## src/rtl/sample_frame_packer.sv

```systemverilog
// Snapshot NUM_CH channels + sample counter per tick into a frame, buffer in a
// FWFT word FIFO, stream out over valid/ready with end-of-frame marker.
// Ports: clk_i, reset (sync, active-high), tick_i, ch_i, counter_i,
//        m_data_o/m_valid_o/m_ready_i/m_last_o, level_o, drop_cnt_o, busy_o.
// Optional: SAMPLE_FRAME_PACKER_CHECKSUM_EN appends an XOR checksum word.
`timescale 1ns/1ps
module sample_frame_packer #(
  parameter int NUM_CH     = 8,
  parameter int FIFO_DEPTH = 64
) (
  input  logic                          clk_i,
  input  logic                          reset,
  input  logic                          tick_i,
  input  logic [NUM_CH*32-1:0]          ch_i,
  input  logic [31:0]                   counter_i,
  output logic [31:0]                   m_data_o,
  output logic                          m_valid_o,
  input  logic                          m_ready_i,
  output logic                          m_last_o,
  output logic [$clog2(FIFO_DEPTH):0]   level_o,
  output logic [15:0]                   drop_cnt_o,
  output logic                          busy_o
);

`ifdef SAMPLE_FRAME_PACKER_CHECKSUM_EN
  localparam int L = NUM_CH + 2;
`else
  localparam int L = NUM_CH + 1;
`endif
  localparam int PW = $clog2(FIFO_DEPTH);
  localparam int CW = PW + 1;

  typedef enum logic {IDLE, WRITE} state_t;

  state_t                  state;
  logic [5:0]              idx;
  logic [31:0]             hdr_q;
  logic [NUM_CH-1:0][31:0] ch_q;
`ifdef SAMPLE_FRAME_PACKER_CHECKSUM_EN
  logic [31:0]             csum_q;
`endif

  logic [32:0]   mem [FIFO_DEPTH];
  logic [PW-1:0] wr_ptr;
  logic [PW-1:0] rd_ptr;
  logic [CW-1:0] count;

  logic          wr_en;
  logic          wr_last;
  logic [31:0]   wr_data;
  logic          free_ok;
  logic          drop_ev;
  logic          pop;
  logic [CW-1:0] rem;
  logic [PW-1:0] nxt;

  assign wr_en   = (state == WRITE);
  assign wr_last = (idx == 6'(L - 1));
  assign free_ok = (CW'(FIFO_DEPTH) - count) >= CW'(L);
  assign drop_ev = tick_i && ((state == WRITE) || !free_ok);
  assign level_o = count;

  always_comb begin
    wr_data = hdr_q;
    for (int k = 0; k < NUM_CH; k++) begin
      if (idx == 6'(k + 1)) wr_data = ch_q[k];
    end
`ifdef SAMPLE_FRAME_PACKER_CHECKSUM_EN
    if (wr_last) wr_data = csum_q;
`endif
  end

  always_ff @(posedge clk_i) begin
    if (reset) begin
      state  <= IDLE;
      idx    <= '0;
      busy_o <= 1'b0;
      hdr_q  <= '0;
      ch_q   <= '0;
`ifdef SAMPLE_FRAME_PACKER_CHECKSUM_EN
      csum_q <= '0;
`endif
    end else begin
      unique case (state)
        IDLE: begin
          // Whole-frame space is reserved here, so WRITE never stalls.
          if (tick_i && free_ok) begin
            hdr_q  <= counter_i;
            ch_q   <= ch_i;
            idx    <= '0;
            state  <= WRITE;
            busy_o <= 1'b1;
`ifdef SAMPLE_FRAME_PACKER_CHECKSUM_EN
            csum_q <= '0;
`endif
          end
        end
        WRITE: begin
          idx <= idx + 6'd1;
`ifdef SAMPLE_FRAME_PACKER_CHECKSUM_EN
          csum_q <= csum_q ^ wr_data;
`endif
          if (wr_last) begin
            state  <= IDLE;
            busy_o <= 1'b0;
          end
        end
        default: state <= IDLE;
      endcase
    end
  end

  always_ff @(posedge clk_i) begin
    if (reset) begin
      drop_cnt_o <= '0;
    end else if (drop_ev && (drop_cnt_o != 16'hFFFF)) begin
      drop_cnt_o <= drop_cnt_o + 16'd1;
    end
  end

  always_ff @(posedge clk_i) begin
    if (!reset && wr_en) mem[wr_ptr] <= {wr_last, wr_data};
  end

  // The head word stays in mem (and in count) until accepted; the
  // output register is a copy, refilled from mem or bypassed from the
  // writer when mem holds nothing beyond the departing head.
  assign pop = m_valid_o && m_ready_i;
  assign rem = count - CW'(pop);
  assign nxt = pop ? (rd_ptr + PW'(1)) : rd_ptr;

  always_ff @(posedge clk_i) begin
    if (reset) begin
      wr_ptr    <= '0;
      rd_ptr    <= '0;
      count     <= '0;
      m_valid_o <= 1'b0;
      m_data_o  <= '0;
      m_last_o  <= 1'b0;
    end else begin
      if (wr_en) wr_ptr <= wr_ptr + PW'(1);
      if (pop)   rd_ptr <= rd_ptr + PW'(1);
      count <= count + CW'(wr_en) - CW'(pop);
      if (pop || !m_valid_o) begin
        if (rem != '0) begin
          {m_last_o, m_data_o} <= mem[nxt];
          m_valid_o            <= 1'b1;
        end else if (wr_en) begin
          m_last_o  <= wr_last;
          m_data_o  <= wr_data;
          m_valid_o <= 1'b1;
        end else begin
          m_valid_o <= 1'b0;
        end
      end
    end
  end

endmodule

```

## config.mk

```make
export PLATFORM = sky130hd
export DESIGN_NAME = sample_frame_packer
export DESIGN_NICKNAME = d
export VERILOG_FILES = /design/src/rtl/sample_frame_packer.sv
export SDC_FILE = /design/constraint.sdc
export NUM_CORES = 2
export LEC_CHECK = 0
export CAP_MARGIN = 25
export CORE_ASPECT_RATIO = 0.9
export CORE_MARGIN = 5
export CORE_UTILIZATION = 27
export CTS_CLUSTER_DIAMETER = 80
export DETAILED_ROUTE_END_ITERATION = 8
export PLACE_DENSITY = 0.44
export SYNTH_ARGS = -nofsm -noshare
export SYNTH_HDL_FRONTEND = slang
export SYNTH_SLANG_ARGS = --single-unit
```

## constraint.sdc

```tcl
create_clock -name clk_i -period 6.3 [get_ports clk_i]
set_clock_uncertainty 0.15 [all_clocks]
set_input_delay 1.26 -clock clk_i [delete_from_list [all_inputs] [get_ports clk_i]]
set_output_delay 1.26 -clock clk_i [all_outputs]
set_load 0.05 [all_outputs]
```

# After elaboration in Yosys (flattened, before gate mapping)
# Memories as Yosys holds them, arrays and structs flattened.
# Index checks and enable logic that the tools add are counted.
# word_totals
ff_bits,365
memories,1
input_bits,292
mem_bits_rw,2112
out_inout_bits,58
word_cells,81
# classes
magnitude_cmp,1
n_reduce_logical,15
n_addsub,8
bitwise_logic,1
eq_ne,11
mux,25
# mem_list
memory,words,width,read_ports,rd_ports_with_merged_regs,write_ports,line,rtl
mem,64,33,1,0,1,43,logic [32:0] mem [FIFO_DEPTH];
# op_table
cell,n
$mux W32,10
$eq A6 B3 Y1 const B,4
$add A6 B1 Y6 const B,3
$add A16 B1 Y16 const B,1
$ne A16 B16 Y1 const B,1
$sub A7 B1 Y7,2
$eq A6 B2 Y1 const B,2
$mux W6,2
$pmux W6 S2,1
$mux W1,10
$add A7 B1 Y7,1
$ge A7 B4 Y1 const B,1
$reduce_bool A7 Y1,1
$sub A7 B7 Y7 const A,1
$eq A6 B1 Y1 const B,1
$eq A6 B4 Y1 const B,1
$reduce_and A2 Y1,3
$logic_and A1 B1 Y1,5
$pmux W1 S2,2
$logic_not A1 Y1,3
$logic_or A1 B1 Y1,2
$ne A2 B1 Y1 const B,1
$ne A2 B2 Y1 const B,1
$reduce_bool A2 Y1,1
$not A1 Y1,1

# Longest topological paths before layout
# logic_depth
ltp_word,11
ltp_mapped,16
depth_no_buf,14

# Worst setup path after synthesis
# No wires, ideal clock.
# synth_path
path_type,register to register
from,reg idx[0]
to,mem mem[0][17] (data pin)
synth_period_minus_slack_ns,5.369
path_buffers,2
setup_slack_ns,0.931
setup_time_ns,0.555
arrival_ns,4.664
stages_incl_launch_ff,11
required_time_ns,5.595
path_cell_list,dfxtp_1 inv_1 ha_1 nand2_1 or4_1 clkbuf_1 inv_1 clkbuf_1 a221o_1 o21ai_0 a21oi_1
# synth_between
elab_cells_between_ends,16
classes_between,8 x eq/ne; 8 x mux
# synth_rtl
item,line,rtl
from (decl),36,logic [5:0] idx;
from (signal assigned),99,idx <= idx + 6'd1;
$eq A6 B4 Y1,--,
net wr_last,49,logic wr_last;
$mux W32,66,if (idx == 6'(k + 1)) wr_data = ch_q[k];
net wr_data[17],50,logic [31:0] wr_data;
to (decl),43,
# The timed path passes the listed nets, and every way through them passes these cells.

# Worst setup path after layout
# layout_path
from,in m_ready_i
to,reg m_data_o[12]
# layout_between
elab_chain_len,5
elab_cells_between_ends,9
classes_between,1 x add/sub; 2 x mux; 5 x reduce/logical; 1 x memory
# layout_rtl
item,line,rtl
from (decl),18,"input logic m_ready_i,"
$logic_and A1 B1 Y1 (*),128,assign pop = m_valid_o && m_ready_i;
$sub A7 B1 Y7,129,assign rem = count - CW'(pop);
$reduce_bool A7 Y1,145,if (rem != '0) begin
$reduce_bool A2 Y1 (no source line),--,
$reduce_and A2 Y1 (no source line),--,
to (signal assigned),146,"{m_last_o, m_data_o} <= mem[nxt];"
to (signal assigned),150,m_data_o <= wr_data;
to (decl),16,"output logic [31:0] m_data_o,"
# Every way passes the cells marked *; elsewhere a longest branch is shown, timed or not.
# A chain may end at the register's enable or synchronous reset.

==> summary.md <==
| Metric | Value |
|---|---|
| Outcome | finished clean |
| Vias in the first global route | 62,700 |
| Critical-path cell list | clkdlybuf4s50_1, buf_4, a21boi_2, nor2_4, buf_12, buf_4, buf_4, mux4_2, a22oi_1, a31oi_1, nand4b_1 |
| Synthesized area | 0.0990 mm^2 |
| Clock transition at the registers of the reported paths | 0.05 ns |
| CP Launch Type | input pin |
| RSZ-0062 raised after global routing | no |
| Min-Delay Path Class | flip-flop to flip-flop |
| Final hold slack | 0.303 ns |
| Switching power total | 0.0120 W |
| GRT overflow | 0 |
| Endpoints failing hold | 0 |
| Avg Cell Area, Syn | 14.7 um^2 |
| Slowest cell on the critical path | clkdlybuf4s50_1 |
| Routed WL per cell | 28.6 um |
| CTS Buf Count | 289 |
| Largest net degree at the start of global routing | 114 |
| Starting Density | 0.270 |
| Nets | 7,501 |
| Comb power frac | 0.160 |
| Max H-tree Level | 5 |
| Post-CTS Hold Fix Bufs | 0 |
| Die extent in x | 648 um |
| CTS root buffer | clkbuf_16 |
| Switching Share | 0.281 |
| Crit-path most repeated cell | buf_4 |
| Fmax | 0.189 GHz |
| Post-synthesis instance total | 6,733 |
| Initial DRC count | 6,723 |
| Leak Pwr | 38.3 nW |
| Max_slew headroom | 0.197 |
| Ports | 350 |
| Die area | 0.379 mm^2 |
| Synthesized Nets | 7,050 |
| Synth Warn # | 0 |
| Max cap viols | 0 |
| First-pass GRT wire length | 496,000 um |
| Largest cells by area after synthesis | edfxtp_1, dfxtp_1, mux4_2, nand2_1, mux2i_1 |
| Core region area | 0.366 mm^2 |
| Crit share post-route | 0.841 |
| Number of synthesized flops with an enable pin | 2,112 |
| Critical Path AT | 5.89 ns |
| Clk Latency, worst-skew pair | 0.93 ns |
| IO buf count | 349 |
| Layout area overhead | 20.9% |
| Commonest cells in the netlist | edfxtp_1, nand2_1, nand3_1 |
| Top-area cell type share of the netlist area | 0.640 |
| Sequential element share of the synthesized area | 0.714 |
| # setup viols final | 0 |
| Routed Antenna Nets | 0 |
| DRT Pass-1 Iters | 6 |
| Number of cell rows | 211 |
| Hold Crit Start | hdr_q[10]$_SDFFE_PP0P_ |
| FF-to-FF Start | rd_ptr[1]$_SDFF_PP0_ |
| Initial antenna violation count | 29 |
| Minimum clock period | 5.30 ns |
| Final WL | 353,000 um |
| Least-Margin Pin Slew | 1.20 ns |
| Top FF cell, synth | edfxtp_1 |
| CTS tree | built |
| Largest area contributor in the netlist | edfxtp_1 |
| Max Root-Sink Buffers | 4 |
| Largest stage delay, worst path | 0.72 ns |
| Worst setup path startpoint | m_ready_i |
| Crit path max fanout | 33 |
| Final total negative setup slack | 0 ns |
| Routability Congestion | 0.800 |
| Pwr/cell area | 357 mW/mm^2 |
| CTS Sinks | 2,477 |
| Count of distinct cell types in the synthesized netlist | 96 |
| Post-CTS Resized | 0 |
| Routed via count | 63,400 |
| Peak supply drop | 0.218 mV |
| Critical path type | input pin to flip-flop |
| Share of total power in sequential cells | 0.459 |
| Setup Fix Bufs, Post-CTS | 0 |
| Vias per cell | 5.15 |
| Die height | 585 um |
| GRT Total Usage | 0.181 |
| Final HPWL DP | 218,000 um |
| Placed cells | 11,800 |
| Finished Layout Cells | 12,300 |
| Most common cell in the netlist | edfxtp_1 |
| Setup crit end kind | flip-flop |
| Count of pins over their slew limit | 0 |
| Pint | 0.0307 W |
| Drt drc | 0 |
| CP Data Required Time | 6.89 ns |
| Clock share of power | 0.381 |
| Layout cells sized above 1 | 0.149 |
| Synth Register Bits | 2,477 |
| Ys async rst share | 0 |
## kinds of logic after synthesis
logic type                 share of synthesized area
AOI/OAI and AO/OA                             0.0861
xor gates and xnor gates                     0.00327
adders and majority gates                    0.00323
buffers and inverters                         0.0235
DFF                                            0.714
muxes                                         0.0827
and+or+nand+nor                               0.0869
## cell usage in the layout, fill, tap and decap left out, types with 52 or more instances in the layout
master,n
a311oi_1,53
buf_12,56
edfxtp_1,2112
mux2i_1,282
a221oi_1,90
dfxtp_1,364
nor2_1,136
nand2_1,888
clkdlybuf4s50_1,348
a21oi_1,346
a32o_1,52
nand3_1,481
nand4_1,77
buf_4,256
nor3_1,80
o21ai_0,290
nor2_4,68
clkbuf_16,294
mux4_2,238
clkbuf_1,84
## cell type report
| class | count | area, um^2 |
|---|---|---|
| inverter | 21 | 80.1 |
| timing repair buffer | 664 | 6600 |
| tap | 4899 | 6130 |
| antenna | 10 | 25.0 |
| multi-input combinational | 3731 | 27100 |
| clock buffer | 397 | 7930 |
| fill | 35700 | 246000 |
| sequential | 2477 | 70700 |
| clock inverter | 125 | 1160 |
## power by group through the flow
stage                     sequential [W]  combinational (W)  clock, W
after floorplan                   0.0201            0.00352         0
after global placement            0.0200            0.00678         0
after detailed placement          0.0200            0.00687         0
after CTS                         0.0196            0.00689    0.0166
after global routing              0.0196            0.00730    0.0173
final                             0.0196            0.00683    0.0163
## critical path: cells and delay by family
| family | cells | cell delay, ns |
|---|---|---|
| mux | 1 | 0.52 |
| buf+inv | 5 | 2.13 |
| compound gates | 3 | 0.99 |
| simple gates | 2 | 0.91 |
## stage by stage
step / instance area [um^2] / power, W / util / setup WS (ns)
after floorplan: 99000 / 0.0237 / - / 0.931
after global placement: 110000 / 0.0267 / 0.301 / 0.127
after detailed placement: 111000 / 0.0268 / 0.302 / 0.142
after CTS: 120000 / 0.0431 / 0.327 / 1.10
after global routing: 120000 / 0.0443 / 0.327 / 0.943
final: 120000 / 0.0427 / 0.327 / 1.00
## final timing paths
kind / to / slack [ns] / cells past startpoint
worst min-delay path: hdr_q[10]$_SDFFE_PP0P_ / 0.30 / 2
worst min register to register: hdr_q[10]$_SDFFE_PP0P_ / 0.30 / 2
worst max register to register: m_data_o[10]$_SDFFE_PP0P_ / 1.05 / 10
worst max-delay path: m_data_o[12]$_SDFFE_PP0P_ / 1.00 / 11
## layer usage
layer	vias up	part of all wire	track usage
li1	27300	-	-
met1	33400	0.44	0.257
met2	2313	0.47	0.291
met3	428	0.063	0.0274
met4	2	0.024	0.0418
met5	-	0.000037	0
## flip-flops by register name (all words and copies together) (netlist names), 7 cells and up
register    cells
ch_q          256
drop_cnt_o     16
hdr_q          32
level_o         7
m_data_o       32
mem          2112
(Power assumes the default switching activity.)
